<file path="src/rtl/pulse_train_pkg.sv">
// Shared types and default widths for the pulse train generator.
// Optional abort support is enabled by defining PULSE_TRAIN_ABORT_EN.
package pulse_train_pkg;

   localparam int DEF_CNT_W   = 8;
   localparam int DEF_WIDTH_W = 4;

   typedef enum logic [1:0] {
      IDLE = 2'd0,
      HIGH = 2'd1,
      LOW  = 2'd2
   } state_t;

endpackage

</file>
<file path="src/rtl/pulse_phase_timer.sv">
// Loadable down-counter timing the current HIGH or LOW phase.
// A load takes priority; otherwise the count decrements until it reaches zero.
module pulse_phase_timer
   import pulse_train_pkg::*;
#(
   parameter int WIDTH_W = DEF_WIDTH_W
) (
   input  logic               clk,
   input  logic               reset,
   input  logic               load,
   input  logic [WIDTH_W-1:0] value,
   output logic               zero
);

   logic [WIDTH_W-1:0] count_reg;

   always_ff @(posedge clk or negedge reset) begin
      if (!reset) begin
         count_reg <= '0;
      end else if (load) begin
         count_reg <= value;
      end else if (count_reg != '0) begin
         count_reg <= count_reg - 1'b1;
      end
   end

   assign zero = (count_reg == '0);

endmodule

</file>
<file path="src/rtl/pulse_train_gen.sv">
// Emits N registered pulses of programmable high/low width with start/busy/done.
// Define PULSE_TRAIN_ABORT_EN to add the abort input that cancels a running train.
module pulse_train_gen
   import pulse_train_pkg::*;
#(
   parameter int CNT_W   = DEF_CNT_W,
   parameter int WIDTH_W = DEF_WIDTH_W
) (
   input  logic               clk,
   input  logic               reset,
   input  logic               start,
   input  logic [CNT_W-1:0]   pulse_count,
   input  logic [WIDTH_W-1:0] high_len,
   input  logic [WIDTH_W-1:0] low_len,
`ifdef PULSE_TRAIN_ABORT_EN
   input  logic               abort,
`endif
   output logic               signal_out,
   output logic               busy,
   output logic               done,
   output logic [CNT_W-1:0]   pulses_sent
);

   state_t             state_reg, state_next;
   logic               out_reg, out_next;
   logic               done_reg, done_next;
   logic [CNT_W-1:0]   sent_reg, sent_next;
   logic [CNT_W-1:0]   n_reg;
   logic [WIDTH_W-1:0] h_m1_reg, l_m1_reg;
   logic [WIDTH_W-1:0] h_in_m1, l_in_m1;
   logic               accept;
   logic               timer_load;
   logic [WIDTH_W-1:0] timer_value;
   logic               timer_zero;
   logic               abort_req;

`ifdef PULSE_TRAIN_ABORT_EN
   assign abort_req = abort;
`else
   assign abort_req = 1'b0;
`endif

   // Phase lengths are stored as (length - 1) with a zero length treated as one.
   assign h_in_m1 = (high_len == '0) ? '0 : high_len - 1'b1;
   assign l_in_m1 = (low_len  == '0) ? '0 : low_len  - 1'b1;

   pulse_phase_timer #(
      .WIDTH_W (WIDTH_W)
   ) u_timer (
      .clk   (clk),
      .reset (reset),
      .load  (timer_load),
      .value (timer_value),
      .zero  (timer_zero)
   );

   always_comb begin
      state_next  = state_reg;
      out_next    = out_reg;
      done_next   = 1'b0;
      sent_next   = sent_reg;
      accept      = 1'b0;
      timer_load  = 1'b0;
      timer_value = '0;
      case (state_reg)
         IDLE: begin
            if (start) begin
               if (pulse_count != '0) begin
                  accept      = 1'b1;
                  state_next  = HIGH;
                  out_next    = 1'b1;
                  sent_next   = CNT_W'(1);
                  timer_load  = 1'b1;
                  timer_value = h_in_m1;
               end else begin
                  done_next = 1'b1;
                  sent_next = '0;
               end
            end
         end
         HIGH: begin
            if (abort_req) begin
               state_next = IDLE;
               out_next   = 1'b0;
            end else if (timer_zero) begin
               state_next  = LOW;
               out_next    = 1'b0;
               timer_load  = 1'b1;
               timer_value = l_m1_reg;
            end
         end
         LOW: begin
            if (abort_req) begin
               state_next = IDLE;
               out_next   = 1'b0;
            end else if (timer_zero) begin
               if (sent_reg < n_reg) begin
                  state_next  = HIGH;
                  out_next    = 1'b1;
                  sent_next   = sent_reg + 1'b1;
                  timer_load  = 1'b1;
                  timer_value = h_m1_reg;
               end else begin
                  state_next = IDLE;
                  done_next  = 1'b1;
               end
            end
         end
         default: begin
            state_next = IDLE;
            out_next   = 1'b0;
         end
      endcase
   end

   always_ff @(posedge clk or negedge reset) begin
      if (!reset) begin
         state_reg <= IDLE;
         out_reg   <= 1'b0;
         done_reg  <= 1'b0;
         sent_reg  <= '0;
         n_reg     <= '0;
         h_m1_reg  <= '0;
         l_m1_reg  <= '0;
      end else begin
         state_reg <= state_next;
         out_reg   <= out_next;
         done_reg  <= done_next;
         sent_reg  <= sent_next;
         if (accept) begin
            n_reg    <= pulse_count;
            h_m1_reg <= h_in_m1;
            l_m1_reg <= l_in_m1;
         end
      end
   end

   assign signal_out  = out_reg;
   assign busy        = (state_reg != IDLE);
   assign done        = done_reg;
   assign pulses_sent = sent_reg;

endmodule

</file>
<file path="config.mk">
export PLATFORM = sky130hd
export DESIGN_NAME = pulse_train_gen
export DESIGN_NICKNAME = d
export VERILOG_FILES = /design/src/rtl/pulse_train_pkg.sv /design/src/rtl/pulse_phase_timer.sv /design/src/rtl/pulse_train_gen.sv
export SDC_FILE = /design/constraint.sdc
export NUM_CORES = 1
export LEC_CHECK = 0
export ABC_AREA = 1
export BUFFER_PORTS_ARGS = -buffer_cell sky130_fd_sc_hd__buf_2
export CAP_MARGIN = 30
export CORE_MARGIN = 3
export CORE_UTILIZATION = 40
export CTS_CLUSTER_SIZE = 24
export DETAILED_ROUTE_END_ITERATION = 12
export GPL_TIMING_DRIVEN = 0
export SYNTH_ARGS = -nofsm -noshare
export SYNTH_HDL_FRONTEND = slang
export SYNTH_SLANG_ARGS = --single-unit
</file>
<file path="constraint.sdc">
create_clock -name clk -period 2.14 [get_ports clk]
set_input_delay 0.107 -clock clk [delete_from_list [all_inputs] [get_ports clk]]
set_output_delay 0.107 -clock clk [all_outputs]
set_load 0.01 [all_outputs]
</file>
## Word level (Yosys, flattened, before mapping)

Index checks and enable logic that the tools add are counted.

- Reduce and logical (&&, ||, !) cells: 12
- Mux-type cells: 39
- Equal/unequal tests: 7
- $add $sub $neg: 4
- Magnitude comparators: 1

Operator list:

| operator | number |
|---|---|
| 4-bit two-way mux | 9 |
| 8-bit two-way mux | 3 |
| 1-bit two-way mux | 17 |
| 8-bit one-hot mux with 2 select lines | 1 |
| 4-bit logical NOT | 3 |
| 4-bit one-hot mux with 3 select lines | 1 |
| 4-bit by 1-bit subtractor with 4-bit output, second input constant | 3 |
| 2-bit inequality test, second input constant | 5 |
| 8-bit by 1-bit adder with 8-bit output, second input constant | 1 |
| 8-bit less-than comparator | 1 |
| 2-bit two-way mux | 4 |
| 4-bit AND reduction | 2 |
| 8-bit nonzero test | 1 |
| 1-bit one-hot mux with 3 select lines | 2 |
| 2-bit one-hot mux with 3 select lines | 1 |
| 2-bit nonzero test | 3 |
| 5-bit AND reduction | 1 |
| 4-bit nonzero test | 1 |
| 2-bit by 1-bit == test with 1-bit output, second input constant | 1 |
| 2-bit == test, second input constant | 1 |
| 2-bit logical NOT | 1 |
| 1-bit one-hot mux with 2 select lines | 1 |

- Logic and storage cells: 71
- Bits in registers: 32
- Input bits: 19
- Output and inout port bits: 11

## Depth between registers and ports, before layout

Gate-level depths: netlist of run 1.

- Word-level depth: 6
- Depth in mapped cells: 13
- Mapped depth without buffers: 12

## Cells and area by module

From an unflattened synthesis of run 1, not the netlist that was laid out.

- Cell total of the unflattened synthesis: 260
- Area total of the unflattened synthesis: 1939.4 um^2

By module, submodules not included:

| module | times used | cells an instance | area an instance (um^2) | seq. area each (um^2) |
|---|---|---|---|---|
| pulse_train_gen | 1 | 226 | 1696.6 | 700.7 |
| pulse_phase_timer | 1 | 34 | 242.7 | 100.1 |

## Worst setup path after synthesis of run 1

OpenSTA, ideal clock, no wires.

- Kind: register -> register
- From: register sent_reg[5] (netlist: pulses_sent[5])
- To: register sent_reg[2] (netlist: pulses_sent[2])
- Arrival time: 1.618 ns
- Path buffers: 1
- Cell stages (with the launch flop): 10
- Slack: 0.404 ns
- Library setup time: 0.118 ns
- Period minus slack after synthesis: 1.736 ns
- Cells stage by stage: dfrtp_1 > ha_1 > a21oi_1 > o21a_1 > nand2_4 > nand2_2 > nand2_2 > buf_12 > nand2_2 > o21ai_2

- Word-level cells in the longest chain between the ends: 3

Ends and longest elaborated chain:

| item | line | text |
|---|---|---|
| start, declared | pulse_train_gen.sv:27 | `logic [CNT_W-1:0] sent_reg, sent_next;` |
| start signal, assigned | pulse_train_gen.sv:129 | `sent_reg <= sent_next;` |
| 8-bit less-than comparator | pulse_train_gen.sv:97 | `if (sent_reg < n_reg) begin` |
| 2-bit inequality test (no line) | n/a |  |
| 4-bit AND reduction (no line) | n/a |  |

No other way between the ends.
A chain may end at the register's enable or synchronous reset.

## Final worst setup path of run 1

- From: register sent_reg[5] (netlist: pulses_sent[5])
- To: register sent_reg[3] (netlist: pulses_sent[3])

The elaborated chain is that of the path after synthesis.

==> results.yml, run 1 <==
worst_setup_path:
  critPathMostFrequentCell: "nand2_2"
  path_delay_family: "compound AO/OA/AOI/OAI gates"
  end_kind: "register"
  path_cells: "ha_1 > a21oi_1 > o21a_1 > nand2_4 > nand2_2 > nand2_2 > buf_12 > nand2_2 > o21ai_2"
  cp_max_fo: 10
  arrival_ns: 2.11
  worst_path_max_delay_cell: "dfrtp_1"
  path_buf_inv: 1
  max_stage_delay_ns: 0.46
  path_class: "reg -> reg"
  worst_setup_path_start_kind: "register"
  crit_required_ns: 2.32
floorplan:
  initial_core_util_pct: 43.4
  ios: 30
  dieWidth_um: 76.4
  die_h_um: 76.4
  rows: 24
  core-area_mm2: 0.00456
  fp.dieArea_mm2: 0.00584
timing:
  setup_viol: 0
  fin_crit_sh_pct: 90.0
  worst_slew_pin_slew_ns: 0.708
  fin_crit_ns: 1.93
  holdWs_ns: 0.0310
  fin_ws_ns: 0.214
  drv_slew: 0
  fin_skew_ns: 0.00587
  slew_headroom_pct: 52.8
  clock.fmax_mhz: 519
  grt_setup_unrepaired: "no"
  finalSetupTns_ns: 0
  timing_hold_violations_final: 0
place:
  place_ws_ns: 0.217
  gp_congestion: 0.790
  dp_cells: 343
  io_buffer_count: 29
  place_hpwl_um: 3030
synthesis:
  syn_area_mm2: 0.00198
  ys_top_cells_by_area: "dfrtp_1, nand2_1, ha_1"
  seq_area_frac_synth_pct: 40.4
  yosys_warnings: 0
  synth_edf_count: 0
  ys_ff_latch: 32
  synth_commonest_cells: "nand2_1, dfrtp_1, inv_1"
  ys.flop_type: "dfrtp_1"
  syn_inst: 249
  yosysMostFrequentCell: "nand2_1"
  synth_nets: 277
  yosysTopAreaCell: "dfrtp_1"
  synth_top_area_share_pct: 40.4
  synth_cell_type_count: 34
  postSynth.asyncResetShare_pct: 100
  syn_area_per_cell_um2: 7.96
clock_tree:
  insertion_delay_ns: 0.28
  clock_path_buffers: 2
  path_clk_slew_ns: 0.07
  cts_tree: "yes"
  cts_resized: 0
  h-tree-depth: 2
  cts_hold_buf: 1
  cts_setup_buffers: 0
  cts_sinks: 32
  cts_root_buffer: "clkbuf_8"
  numCtsBuffers: 5
grt:
  grt_usage_pct: 15.6
  grt_pass1_wl_um: 7450
  antenna_found_initial: 0
  grt_pass1_vias: 1649
  grt_overflow_total: 0
  grt_max_degree: 33
status:
  outcome: "finished clean"
power:
  peakVddDrop_mv: 0.260
  leakagePower_nw: 1.21
  power_mw: 1.09
  pwr_density_cell_mw_per_mm2: 474
detailed_routing:
  drc: 0
  wl_per_cell_um: 11.4
  vias_per_cell: 4.72
  drtIter0Drc: 60
  routed_wl_um: 4000
  via_count: 1656
  drt_first_pass_iters: 4
  antenna_left: 0
hold_path:
  worstHoldPathType: "in -> reg"
layout:
  syn_to_final_growth_pct: 15.8
  stdcell_count: 351
  drive_gt1_share_pct: 24.8
  fin_nets: 314
  diodes: 0
run:
  drv_cap: 0
==> layer usage <==
layer | GRT usage [%] | routed length [um] | vias to the layer above
li1 | - | - | 874
met1 | 20.5 | 2030 | 749
met2 | 24.5 | 1740 | 25
met3 | 3.55 | 148 | 8
met4 | 6.88 | 82 | 0
met5 | 0 | 0 | -
==> per-stage QoR <==
step / utilization [%] / area (um^2)
2_1_floorplan: - / 1980
3_3_place_gp: 48.4 / 2210
3_5_place_dp: 48.4 / 2210
4_1_cts: 50.3 / 2300
5_1_grt: 50.3 / 2300
6_report: 50.3 / 2300
==> cell usage in the layout (no fill, tap or decap), drive strengths merged <==
cell type and instances:
o21a 1, inv 32, nand2 75, or2 6, nor2 26, o21ai 18, a211oi 1, o211ai 2
clkinv 1, nand3b 1, xor2 3, clkbuf 6, a31oi 3, nand3 15, a21oi 5, dlygate4sd3 1
xnor2 5, ha 9, o31ai 2, nor3 4, nand4 6, dfrtp 32, buf 32
==> area by class of cell <==
| class | count | area [um^2] |
|---|---|---|
| Inverter | 32 | 123 |
| Timing Repair Buffer | 30 | 155 |
| Multi-Input combinational cell | 182 | 1030 |
| Sequential cell | 32 | 801 |
| Clock buffer | 6 | 72.6 |
| Fill cell | 479 | 2270 |
| Clock inverter | 1 | 5.00 |
| Tap cell | 65 | 81.3 |
| Buffer | 3 | 32.5 |
==> kinds of logic (layout without fill, tap and decap cells) <==
logic type | after synthesis | after routing | synth area share [%]
buffers and inverters | 35 | 72 | 7.82
AOI/OAI and AO/OA | 32 | 32 | 10.6
and+or+nand+nor | 133 | 133 | 32.0
adders and majority gates | 9 | 9 | 5.68
DFF | 32 | 32 | 40.4
xor gates and xnor gates | 8 | 8 | 3.53
==> power breakdown <==
group	switching, mW	leakage, nW	total (mW)	internal, mW
clock	0.216	0.0410	0.436	0.221
sequential	0	0.391	0.605	0.605
combinational	0.0299	0.775	0.0478	0.0180
total	0.245	1.21	1.09	0.844
==> worst register-to-register path: stages (launching register included) <==
cell and delay [ns]:
dfrtp_1 0.46, ha_1 0.34, a21oi_1 0.15, o21a_1 0.29, nand2_4 0.10, nand2_2 0.08
nand2_2 0.12, buf_12 0.18, nand2_2 0.06, o21ai_2 0.05
==> worst paths after layout <==
path / from / end / slack [ns] / cells past startpoint
max: pulses_sent[5] / pulses_sent[3] / 0.21 / 9
min: low_len[0] / l_m1_reg[0] / 0.03 / 2
max reg2reg: pulses_sent[5] / pulses_sent[3] / 0.21 / 9
min reg2reg: signal_out / signal_out / 0.47 / 2
max in group asynchronous: reset / l_m1_reg[3] / 1.28 / 2
min in group asynchronous: reset / pulses_sent[1] / 0.40 / 2
Power figures use the tool's default switching activity.
==> inputs of run 2 (changes only) <==
BUFFER_PORTS_ARGS = default   (was -buffer_cell sky130_fd_sc_hd__buf_2)
DONT_BUFFER_PORTS = 1   (was default)
==> run 2 against run 1 <==
Clock skew fell by 0.00090 ns. Clock power rose by 10%. Sequential power barely moved. Clock-buffer cell count rose by 2.
==> results.yml, run 2 (same netlist as run 1, synthesis figures left out) <==
layout:
  drive_gt1_share_pct: 15.8
  diodes: 0
  finalInstanceArea_mm2: 0.00231
  fin_nets: 299
  num-fill-cells: 461
  regArea_um2: 801
  syn_to_final_growth_pct: 16.7
  layout_common_cells: "nand2_1, dfrtp_1, inv_1"
  final_common_cell: "nand2_1"
  multi_input_area_mm2: 0.00103
grt:
  grt_usage_pct: 15.0
  grt_overflow_total: 0
  grt_pass1_wl_um: 7180
  grt_pass1_vias: 1571
  grt_max_degree: 33
  antenna_found_initial: 0
worst_setup_path:
  cp_max_fo: 10
  critPathMostFrequentCell: "nand2_2"
  arrival_ns: 2.14
  path_cells: "ha_1 > a21oi_1 > o21a_1 > nand2_4 > nand2_2 > nand2_2 > buf_12 > nand2_2 > o21ai_2"
  worst_setup_path_start_kind: "register"
  crit_required_ns: 2.32
  worst_path_max_delay_cell: "dfrtp_1"
  path_class: "reg -> reg"
  end_kind: "register"
  max_stage_delay_ns: 0.49
detailed_routing:
  antenna_left: 0
  drtIter0Drc: 60
  wl_met3_um: 179
  via_count: 1613
  wl_per_cell_um: 11.7
  vias_per_cell: 4.79
  top_layer_used: "met4"
  drc: 0
  drt_first_pass_iters: 4
  routed_wl_um: 3960
  met2_length_um: 1680
  m1WireLength_um: 2040
floorplan:
  fp.dieArea_mm2: 0.00584
  ios: 30
  initial_core_util_pct: 43.4
  dieWidth_um: 76.4
  core-area_mm2: 0.00456
  rows: 24
  die_h_um: 76.4
clock_tree:
  cts_sinks: 32
  numCtsBuffers: 5
  cts_resized: 0
  h-tree-depth: 2
  path_clk_slew_ns: 0.07
  insertion_delay_ns: 0.28
  cts_root_buffer: "clkbuf_8"
  cts_tree: "yes"
  clock_path_buffers: 2
timing:
  grt_setup_unrepaired: "no"
  clock.fmax_mhz: 512
  finalSetupTns_ns: 0
  slew_headroom_pct: 77.1
  fin_crit_ns: 1.95
  worst_slew_pin_slew_ns: 0.343
  fin_crit_sh_pct: 91.3
  timing_hold_violations_final: 0
  drv_slew: 0
  setup_viol: 0
  fin_skew_ns: 0.00497
place:
  io_buffer_count: 0
  post_dp_cell_area_mm2: 0.00206
  place_hpwl_um: 2980
  gp_congestion: 0.811
run:
  drv_cap: 0
power:
  pwr_density_cell_mw_per_mm2: 491
  leakagePower_nw: 1.16
  peakVddDrop_mv: 0.331
hold_path:
  worstHoldPathType: "in -> reg"
status:
  outcome: "finished clean"
run 2: worst paths after layout:
path	start	end	cells past startpoint	slack, ns
worst min register to register	h_m1_reg[0]	h_m1_reg[0]	2	0.47
worst min-delay path	low_len[2]	l_m1_reg[2]	3	0.02
min in group asynchronous	reset	pulses_sent[1]	2	0.26
worst max-delay path	pulses_sent[5]	pulses_sent[3]	9	0.19
worst max register to register	pulses_sent[5]	pulses_sent[3]	9	0.19
max in group asynchronous	reset	h_m1_reg[3]	2	1.70
run 2: power breakdown:
part	total, mW	switching (mW)	leakage [nW]	internal (mW)
Sequential	0.605	0	0.391	0.605
Combinational	0.0506	0.0245	0.720	0.0261
Clock	0.481	0.218	0.0455	0.262
Total	1.14	0.243	1.16	0.893
run 2: worst max-delay path: cells and delay by family, from the launching register on:
kind,cells,cell delay (ns)
DFF,1,0.49
adders and majority gates,1,0.35
and+or+nand+nor,4,0.34
AOI/OAI and AO/OA,3,0.48
buffers and inverters,1,0.19
run 2: stage by stage:
step	setup slack (ns)	instances	util [%]	hold WS, ns	power (mW)
floorplan	0.404	249	-	-0.189	0.628
finish	0.186	337	50.7	0.0186	1.14
detailed placement	0.182	314	45.2	-0.188	0.630
global route	0.0649	337	50.7	0.0381	1.18
CTS	0.171	337	50.7	0.0131	1.15
global placement	0.191	314	45.2	-0.188	0.630
run 2: cell type report:
type | count | share of cell area (%)
clock buffer | 8 | 3.89
tap | 65 | 3.51
timing repair buffer | 15 | 6.92
buffer | 3 | 1.41
multi-input combinational | 182 | 44.4
sequential | 32 | 34.6
inverter | 32 | 5.30
run 2: layer usage:
layer  vias up  track usage, %
met2        29            22.1
met5         -               0
met3         6            4.49
li1        847               -
met1       731            21.2
met4         0            4.35
run 2: what timing repair did:
item                      4_1_cts  5_1_grt
hold buffers                   15        0
setup buffers                   0        0
hold endpoints to repair       45        0
